File: src/rtl/hazard_controller_if.sv
// Hazard controller bundle: decode/EX/MEM register info toward the controller,
// pipeline-register write/flush/bubble controls and forward selects back to the core.
interface hazard_controller_if #(
  parameter int STALL_CNT_W = 16
);
  logic [2:0]             id_rs1;
  logic [2:0]             id_rs2;
  logic                   id_use_rs1;
  logic                   id_use_rs2;
  logic [2:0]             ex_rd;
  logic                   ex_reg_write;
  logic                   ex_mem_read;
  logic [2:0]             mem_rd;
  logic                   mem_reg_write;
  logic                   jump;
  logic                   mem_req;
  logic                   mem_ready;
  logic                   pc_write;
  logic                   ifid_write;
  logic                   ifid_flush;
  logic                   idex_write;
  logic                   idex_bubble;
  logic                   exmem_write;
  logic [1:0]             fwd_a;
  logic [1:0]             fwd_b;
  logic [STALL_CNT_W-1:0] stall_count;

  modport master (
    output id_rs1, id_rs2, id_use_rs1, id_use_rs2, ex_rd, ex_reg_write, ex_mem_read,
           mem_rd, mem_reg_write, jump, mem_req, mem_ready,
    input  pc_write, ifid_write, ifid_flush, idex_write, idex_bubble, exmem_write,
           fwd_a, fwd_b, stall_count
  );

  modport slave (
    input  id_rs1, id_rs2, id_use_rs1, id_use_rs2, ex_rd, ex_reg_write, ex_mem_read,
           mem_rd, mem_reg_write, jump, mem_req, mem_ready,
    output pc_write, ifid_write, ifid_flush, idex_write, idex_bubble, exmem_write,
           fwd_a, fwd_b, stall_count
  );
endinterface

File: src/rtl/hazard_controller.sv
// Pipeline hazard controller for the 16-bit MISC-V core: memory freeze, data stalls,
// post-jump IF/ID flush and a saturating stall counter. Define HAZARD_FORWARD_EN for forwarding.
module hazard_controller #(
  parameter int FLUSH_CYCLES = 1,
  parameter int STALL_CNT_W  = 16
) (
  input logic                clk,
  input logic                rst,
  hazard_controller_if.slave hz
);

  typedef enum logic [1:0] {RUN, FLUSH, MEMWAIT} state_t;

  localparam logic [2:0] FLUSH_LOAD = 3'(FLUSH_CYCLES - 1);

  state_t                 state_q, state_d;
  logic [2:0]             flush_cnt_q, flush_cnt_d;
  logic [STALL_CNT_W-1:0] stall_count_q, stall_count_d;

  logic       ex_hit_a, ex_hit_b, mem_hit_a, mem_hit_b;
  logic       load_use, data_stall, freeze, flush_live;
  logic       pc_write, ifid_write, ifid_flush, idex_write, idex_bubble, exmem_write;
  logic [1:0] fwd_a, fwd_b;

  // Register 0 is hardwired, so it never participates in a dependency.
  function automatic logic reg_match(input logic [2:0] src, input logic [2:0] dst,
                                     input logic en);
    return en && (src != 3'd0) && (src == dst);
  endfunction

  always_comb begin
    ex_hit_a   = reg_match(hz.id_rs1, hz.ex_rd, hz.id_use_rs1 & hz.ex_reg_write);
    ex_hit_b   = reg_match(hz.id_rs2, hz.ex_rd, hz.id_use_rs2 & hz.ex_reg_write);
    mem_hit_a  = reg_match(hz.id_rs1, hz.mem_rd, hz.id_use_rs1 & hz.mem_reg_write);
    mem_hit_b  = reg_match(hz.id_rs2, hz.mem_rd, hz.id_use_rs2 & hz.mem_reg_write);
    load_use   = hz.ex_mem_read &
                 (reg_match(hz.id_rs1, hz.ex_rd, hz.id_use_rs1) |
                  reg_match(hz.id_rs2, hz.ex_rd, hz.id_use_rs2));
    freeze     = hz.mem_req & ~hz.mem_ready;
    flush_live = (state_q != RUN) && (flush_cnt_q != 3'd0);

`ifdef HAZARD_FORWARD_EN
    data_stall = load_use;
    fwd_a      = ex_hit_a ? 2'd1 : (mem_hit_a ? 2'd2 : 2'd0);
    fwd_b      = ex_hit_b ? 2'd1 : (mem_hit_b ? 2'd2 : 2'd0);
`else
    data_stall = load_use | ex_hit_a | ex_hit_b | mem_hit_a | mem_hit_b;
    fwd_a      = 2'd0;
    fwd_b      = 2'd0;
`endif

    pc_write    = 1'b1;
    ifid_write  = 1'b1;
    ifid_flush  = 1'b0;
    idex_write  = 1'b1;
    idex_bubble = 1'b0;
    exmem_write = 1'b1;
    flush_cnt_d = flush_cnt_q;
    state_d     = RUN;

    // A stalled jump is dropped here; decode presents it again once IF/ID is released.
    if (freeze) begin
      pc_write    = 1'b0;
      ifid_write  = 1'b0;
      idex_write  = 1'b0;
      exmem_write = 1'b0;
      state_d     = MEMWAIT;
    end else if (data_stall) begin
      pc_write    = 1'b0;
      ifid_write  = 1'b0;
      idex_bubble = 1'b1;
      state_d     = flush_live ? FLUSH : RUN;
    end else if (hz.jump) begin
      ifid_flush  = 1'b1;
      flush_cnt_d = FLUSH_LOAD;
      state_d     = (FLUSH_LOAD != 3'd0) ? FLUSH : RUN;
    end else if (flush_live) begin
      ifid_flush  = 1'b1;
      flush_cnt_d = flush_cnt_q - 3'd1;
      state_d     = (flush_cnt_d != 3'd0) ? FLUSH : RUN;
    end

    if (rst) begin
      pc_write    = 1'b1;
      ifid_write  = 1'b1;
      ifid_flush  = 1'b0;
      idex_write  = 1'b1;
      idex_bubble = 1'b0;
      exmem_write = 1'b1;
      fwd_a       = 2'd0;
      fwd_b       = 2'd0;
    end

    stall_count_d = stall_count_q;
    if (!pc_write && (stall_count_q != '1)) begin
      stall_count_d = stall_count_q + STALL_CNT_W'(1);
    end
  end

  always_ff @(posedge clk or posedge rst) begin
    if (rst) begin
      state_q       <= RUN;
      flush_cnt_q   <= 3'd0;
      stall_count_q <= '0;
    end else begin
      state_q       <= state_d;
      flush_cnt_q   <= flush_cnt_d;
      stall_count_q <= stall_count_d;
    end
  end

  assign hz.pc_write    = pc_write;
  assign hz.ifid_write  = ifid_write;
  assign hz.ifid_flush  = ifid_flush;
  assign hz.idex_write  = idex_write;
  assign hz.idex_bubble = idex_bubble;
  assign hz.exmem_write = exmem_write;
  assign hz.fwd_a       = fwd_a;
  assign hz.fwd_b       = fwd_b;
  assign hz.stall_count = stall_count_q;

endmodule

File: src/flat_wrapper.sv
// flat-port wrapper written by rule: the top's interface ports become plain ports
module hazard_controller_flat 
#(
  parameter int FLUSH_CYCLES = 1,
  parameter int STALL_CNT_W  = 16
)
  (clk, rst, hz_id_rs1, hz_id_rs2, hz_id_use_rs1, hz_id_use_rs2, hz_ex_rd, hz_ex_reg_write, hz_ex_mem_read, hz_mem_rd, hz_mem_reg_write, hz_jump, hz_mem_req, hz_mem_ready, hz_pc_write, hz_ifid_write, hz_ifid_flush, hz_idex_write, hz_idex_bubble, hz_exmem_write, hz_fwd_a, hz_fwd_b, hz_stall_count);
  hazard_controller_if #(.STALL_CNT_W(STALL_CNT_W)) hz_i ();
  input logic clk;
  input logic rst;
  input wire logic [$bits(hz_i.id_rs1)-1:0] hz_id_rs1;
  input wire logic [$bits(hz_i.id_rs2)-1:0] hz_id_rs2;
  input wire logic [$bits(hz_i.id_use_rs1)-1:0] hz_id_use_rs1;
  input wire logic [$bits(hz_i.id_use_rs2)-1:0] hz_id_use_rs2;
  input wire logic [$bits(hz_i.ex_rd)-1:0] hz_ex_rd;
  input wire logic [$bits(hz_i.ex_reg_write)-1:0] hz_ex_reg_write;
  input wire logic [$bits(hz_i.ex_mem_read)-1:0] hz_ex_mem_read;
  input wire logic [$bits(hz_i.mem_rd)-1:0] hz_mem_rd;
  input wire logic [$bits(hz_i.mem_reg_write)-1:0] hz_mem_reg_write;
  input wire logic [$bits(hz_i.jump)-1:0] hz_jump;
  input wire logic [$bits(hz_i.mem_req)-1:0] hz_mem_req;
  input wire logic [$bits(hz_i.mem_ready)-1:0] hz_mem_ready;
  output wire logic [$bits(hz_i.pc_write)-1:0] hz_pc_write;
  output wire logic [$bits(hz_i.ifid_write)-1:0] hz_ifid_write;
  output wire logic [$bits(hz_i.ifid_flush)-1:0] hz_ifid_flush;
  output wire logic [$bits(hz_i.idex_write)-1:0] hz_idex_write;
  output wire logic [$bits(hz_i.idex_bubble)-1:0] hz_idex_bubble;
  output wire logic [$bits(hz_i.exmem_write)-1:0] hz_exmem_write;
  output wire logic [$bits(hz_i.fwd_a)-1:0] hz_fwd_a;
  output wire logic [$bits(hz_i.fwd_b)-1:0] hz_fwd_b;
  output wire logic [$bits(hz_i.stall_count)-1:0] hz_stall_count;
  assign hz_i.id_rs1 = hz_id_rs1;
  assign hz_i.id_rs2 = hz_id_rs2;
  assign hz_i.id_use_rs1 = hz_id_use_rs1;
  assign hz_i.id_use_rs2 = hz_id_use_rs2;
  assign hz_i.ex_rd = hz_ex_rd;
  assign hz_i.ex_reg_write = hz_ex_reg_write;
  assign hz_i.ex_mem_read = hz_ex_mem_read;
  assign hz_i.mem_rd = hz_mem_rd;
  assign hz_i.mem_reg_write = hz_mem_reg_write;
  assign hz_i.jump = hz_jump;
  assign hz_i.mem_req = hz_mem_req;
  assign hz_i.mem_ready = hz_mem_ready;
  assign hz_pc_write = hz_i.pc_write;
  assign hz_ifid_write = hz_i.ifid_write;
  assign hz_ifid_flush = hz_i.ifid_flush;
  assign hz_idex_write = hz_i.idex_write;
  assign hz_idex_bubble = hz_i.idex_bubble;
  assign hz_exmem_write = hz_i.exmem_write;
  assign hz_fwd_a = hz_i.fwd_a;
  assign hz_fwd_b = hz_i.fwd_b;
  assign hz_stall_count = hz_i.stall_count;
  hazard_controller #(.FLUSH_CYCLES(FLUSH_CYCLES), .STALL_CNT_W(STALL_CNT_W)) u_core (.clk(clk), .rst(rst), .hz(hz_i));
endmodule
File: config.mk
export PLATFORM = sky130hd
export DESIGN_NAME = hazard_controller_flat
export DESIGN_NICKNAME = d
export VERILOG_FILES = /design/src/rtl/hazard_controller_if.sv /design/src/rtl/hazard_controller.sv /design/src/flat_wrapper.sv
export SDC_FILE = /design/constraint.sdc
export NUM_CORES = 1
export LEC_CHECK = 0
export ABC_AREA = 1
export CAP_MARGIN = 20
export CORE_MARGIN = 2
export CORE_UTILIZATION = 40
export DETAILED_ROUTE_END_ITERATION = 8
export GPL_ROUTABILITY_DRIVEN = 0
export PLACE_DENSITY_LB_ADDON = 0.08
export SYNTH_ARGS = -nofsm -noshare
export SYNTH_HDL_FRONTEND = slang
export SYNTH_SLANG_ARGS = --single-unit
export TNS_END_PERCENT = 50
File: constraint.sdc
create_clock -name clk -period 1.9 [get_ports clk]
set_input_delay 0.38 -clock clk [delete_from_list [all_inputs] [get_ports clk]]
set_output_delay 0.38 -clock clk [all_outputs]
set_load 0.02 [all_outputs]
; ---- Yosys cells after proc, flatten, opt, wreduce, memory -nomap -nowiden
; Index checks and enable logic that the tools add are counted.
[word_totals]
reg_bits = 21
out_inout_bits = 26
[op_classes]
addsub = 2
n_eq_ne = 5
muxes = 21
bitwise = 14
reduce_logical = 22
[ops]
columns = operator, n
row1 = adder 16 x 1 -> 16 bit (second input constant), 1
row2 = inequality test 16 bit (second input constant), 1
row3 = two-way mux 1 bit, 15
row4 = logical AND 1 bit, 14
row5 = equality test 3 bit, 4
row6 = nonzero test 3 bit, 4
row7 = two-way mux 2 bit, 4
row8 = AND 1 bit, 6
row9 = two-way mux 3 bit, 2
row10 = bitwise OR 1 bit, 5
row11 = nonzero test 2 bit, 2
row12 = NOT 1 bit, 3
row13 = AND reduction 3 bit, 1
row14 = subtractor 3 x 1 -> 3 bit (second input constant), 1
row15 = logical NOT 1 bit, 1

; ---- Longest topological paths before layout
[depth]
depth_word = 14
ltp_mapped = 13

; ---- Least setup slack after synthesis
; Ideal clock, no wire load.
[synth_timing]
kind = input-to-output
startpoint = in rst
endpoint = out hz_idex_write
t_arrival_ns = 1.964
t_required_ns = 1.520
slack_ns = -0.444
stages = 4
n_path_buf = 2
cell_sequence = inv_1 > buf_1 > nand2_1 > buf_4
[synth_between]
elab_chain_cells = 1
[synth_rtl]
columns = element, line_no
row1 = from (decl), flat_wrapper.sv:10  ; input logic rst;
row2 = two-way mux 1 bit, --
row3 = to (decl), flat_wrapper.sv:26  ; output wire logic [$bits(hz_i.idex_write)-1:0] hz_idex_write;
; No other way between the ends.

; ---- Worst setup path after layout
[layout_timing]
startpoint = reg u_core.flush_cnt_q[0]
endpoint = out hz_ifid_flush
[layout_between]
elab_chain_cells = 7
[layout_rtl]
columns = element, line_no
row1 = from (decl), hazard_controller.sv:17  ; logic [2:0] flush_cnt_q, flush_cnt_d;
row2 = from (signal assigned), hazard_controller.sv:107  ; flush_cnt_q <= flush_cnt_d;
row3 = nonzero test 3 bit, hazard_controller.sv:40  ; flush_live = (state_q != RUN) && (flush_cnt_q != 3'd0);
row4 = logical AND 1 bit, hazard_controller.sv:40
row5 = two-way mux 1 bit, hazard_controller.sv:77  ; end else if (flush_live) begin
row6 = two-way mux 1 bit, hazard_controller.sv:73  ; end else if (hz.jump) begin
row7 = two-way mux 1 bit, hazard_controller.sv:68  ; end else if (data_stall) begin
row8 = two-way mux 1 bit, hazard_controller.sv:62  ; if (freeze) begin
row9 = two-way mux 1 bit, hazard_controller.sv:83  ; if (rst) begin
row10 = to (decl), flat_wrapper.sv:25  ; output wire logic [$bits(hz_i.ifid_flush)-1:0] hz_ifid_flush;
; No other way between the ends.

==> flow_summary.json <==
{
  "outcome": "finished, final reports clean",
  "final_hold_viol_count": 0,
  "vdd_drop_max_v": 0.000305,
  "cts_sinks": 21,
  "critPathCaptureType": "primary output",
  "grt-ovfl-total": 0,
  "switchingPower_uw": 616,
  "share_comb_of_total_power_pct": 47.7,
  "rsz0062_at_grt": "yes",
  "dp_hpwl_mm": 2.84,
  "internal_power_mw": 1.06,
  "diodes": 0,
  "drcViolationCount": 0,
  "die_x_um": 68.4,
  "timing.fmax_mhz": 533,
  "cts.htree.levels": 1,
  "finalCoreUtilization_pct": 58.2,
  "clock-root-buffer": "clkbuf_8",
  "vias": 1694,
  "ys_ff_latch": 21,
  "finalCritPeriodShare_pct": 98.7,
  "ys_seq_area_share_pct": 31.7,
  "worstPathRequired_ns": 1.52,
  "cts_hold_buf": 0,
  "synth_area_leader_cell": "dfrtp_1",
  "seq_area_um2": 526,
  "whs_ns": 0.536,
  "syn_inst": 244,
  "path_clk_slew_ns": 0.08,
  "holdPathStages": 2,
  "chipHeight_um": 68.4,
  "p_sw_share_pct": 36.7,
  "grt_pass1_wl_mm": 6.49,
  "min_period_ns": 1.88,
  "crit_fanout": 2,
  "syn_to_final_growth_pct": 40.5,
  "grt_antenna_before_repair": 0,
  "first_iter_violations": 56,
  "dr.pass1.iters": 4,
  "preCtsSetupSlack_ns": -0.770,
  "setup_ws_ns": 0.0243,
  "grt_pass1_vias": 1497,
  "reg2reg_depth": 10,
  "synth_top_area_share_pct": 31.7,
  "async_reset_ff_share_pct": 100,
  "nets": 337,
  "critical_path.startpoint_type": "flop",
  "synthTopCellsByArea": "dfrtp_1 32%, nand2_1 20%, nand4_1 7.2%, inv_1 7.0%, nor2_1 5.4%",
  "numPortBuffers": 43,
  "cellPowerDensity_nw_per_um2": 720,
  "yosysWarnings": 0,
  "clk_latency_ns": 0.26,
  "leakagePower_nw": 1.27,
  "drtAntennaViolNets": 0,
  "synth_most_common_cell": "nand2_1",
  "setup_violations": 0,
  "total_power_mw": 1.68,
  "cts_tree": "built",
  "grt_max_degree": 40,
  "cts_buffer_depth": 2,
  "critPathKind": "reg -> out",
  "crit_arrival_ns": 1.50,
  "synthTopCellsByCount": "88 x nand2_1, 31 x inv_1, 24 x nor2_1",
  "nFillCells": 415,
  "rows": 23,
  "synth.avg_cell_area_um2": 6.79,
  "dieArea_um2": 4680,
  "core-area_um2": 4000,
  "hold_class": "reg -> reg",
  "wl_per_cell_um": 11.3,
  "drv_slew": 0,
  "p_seq_share_pct": 34.4,
  "synth_edf_count": 0,
  "track_usage_pct": 17.8,
  "p_clk_share_pct": 17.9,
  "finalSetupTns_ns": 0,
  "viasPerCell": 4.71,
  "initial_utilization_pct": 41.4,
  "drive_gt1_share_pct": 24.5,
  "synth.distinct_cells": 29,
  "io_pins": 48,
  "skew_ns": 0.00389,
  "cts_buffers": 3,
  "max_cap_viol_count": 0,
  "netlist_area_um2": 1660,
  "ys.flop_type": "dfrtp_1",
  "drt_wl_total_mm": 4.07,
  "multiInputGateArea_um2": 1040
}
==> worst max-delay path, stage by stage (launching register included) <==
cell	delay (ns)
dfrtp_1	0.36
inv_2	0.06
ha_4	0.15
nand2_2	0.05
o21a_1	0.14
nor2_1	0.04
nor2_1	0.11
nand2_2	0.07
nor2_1	0.09
buf_4	0.15
==> power groups by stage <==
stage | logic [mW] | registers (mW) | clock network, mW
2_1_floorplan | 0.336 | 0.638 | 0
3_3_place_gp | 0.704 | 0.584 | 0
3_5_place_dp | 0.708 | 0.585 | 0
4_1_cts | 0.797 | 0.576 | 0.308
5_1_grt | 0.894 | 0.590 | 0.320
6_report | 0.800 | 0.576 | 0.300
==> metrics by stage <==
stage / instances / cell area [um^2]
after floorplan: 247 / 1680
after global placement: 343 / 2190
after detailed placement: 343 / 2190
after CTS: 355 / 2350
after global routing: 360 / 2330
final: 360 / 2330
==> per-layer routing <==
layer  GRT usage [%]  up-vias  part of all wire, %
li1                -      891                    -
met1            24.0      775                   49
met2            30.8       24                   48
met3            2.96        4                  2.6
met4            1.50        0                 0.39
met5               0        -                    0
==> logic make-up after synthesis <==
logic type | count (synthesis) | synth area share [%]
compound gates | 4 | 1.51
xor+xnor | 16 | 8.45
fa+ha+maj | 4 | 3.02
buf+inv | 42 | 11.5
flops | 21 | 31.7
other cells | 1 | 0.226
simple gates | 156 | 43.6
==> worst paths after layout <==
check / slack (ns) / to / from
worst max-delay path: 0.02 / hz_ifid_flush / u_core.flush_cnt_q[0]
worst min-delay path: 0.54 / u_core.hz.stall_count[10] / u_core.hz.stall_count[10]
worst max register to register: 0.12 / u_core.hz.stall_count[4] / u_core.hz.stall_count[1]
worst min register to register: 0.54 / u_core.hz.stall_count[10] / u_core.hz.stall_count[10]
max in group asynchronous: 0.85 / u_core.hz.stall_count[0] / rst
min in group asynchronous: 0.73 / u_core.hz.stall_count[6] / rst
==> area by class of cell <==
type / count / area share [%]
Clock inverter: 1 / 0.215
Sequential cell: 21 / 22.6
Inverter: 31 / 5.10
Timing Repair Buffer: 67 / 23.2
Multi-Input combinational cell: 187 / 44.5
Tap cell: 50 / 2.69
Clock buffer: 3 / 1.77
==> layout by cell type, fill, tap and decap left out, types with 3 or more instances in the layout <==
cell type	Yosys	final
xor2_1	10	10
xnor2_1	6	6
nand2_2	1	10
nand3_1	8	8
clkbuf_2	0	6
nor3_1	6	5
dfrtp_1	21	21
ha_1	4	3
dlygate4sd2_1	0	3
clkdlybuf4s50_1	0	21
buf_2	2	7
buf_4	6	27
inv_1	31	25
clkbuf_8	0	3
nand4_1	19	19
conb_1	1	4
nor2_1	24	22
nand2_1	88	81
inv_2	0	5
==> state kept, by name (all words and copies together) (netlist names) <==
signal                 cells
u_core.hz.stall_count     16
u_core.flush_cnt_q         3
u_core.state_q             2
==> repair_timing <==
item	in CTS	in global routing
gates resized for setup	78	25
endpoints found under the setup margin	21	24
buffers inserted	8	3
gates cloned	0	3
pin swaps	18	18
Note: power is estimated with default switching activity, not from simulation.
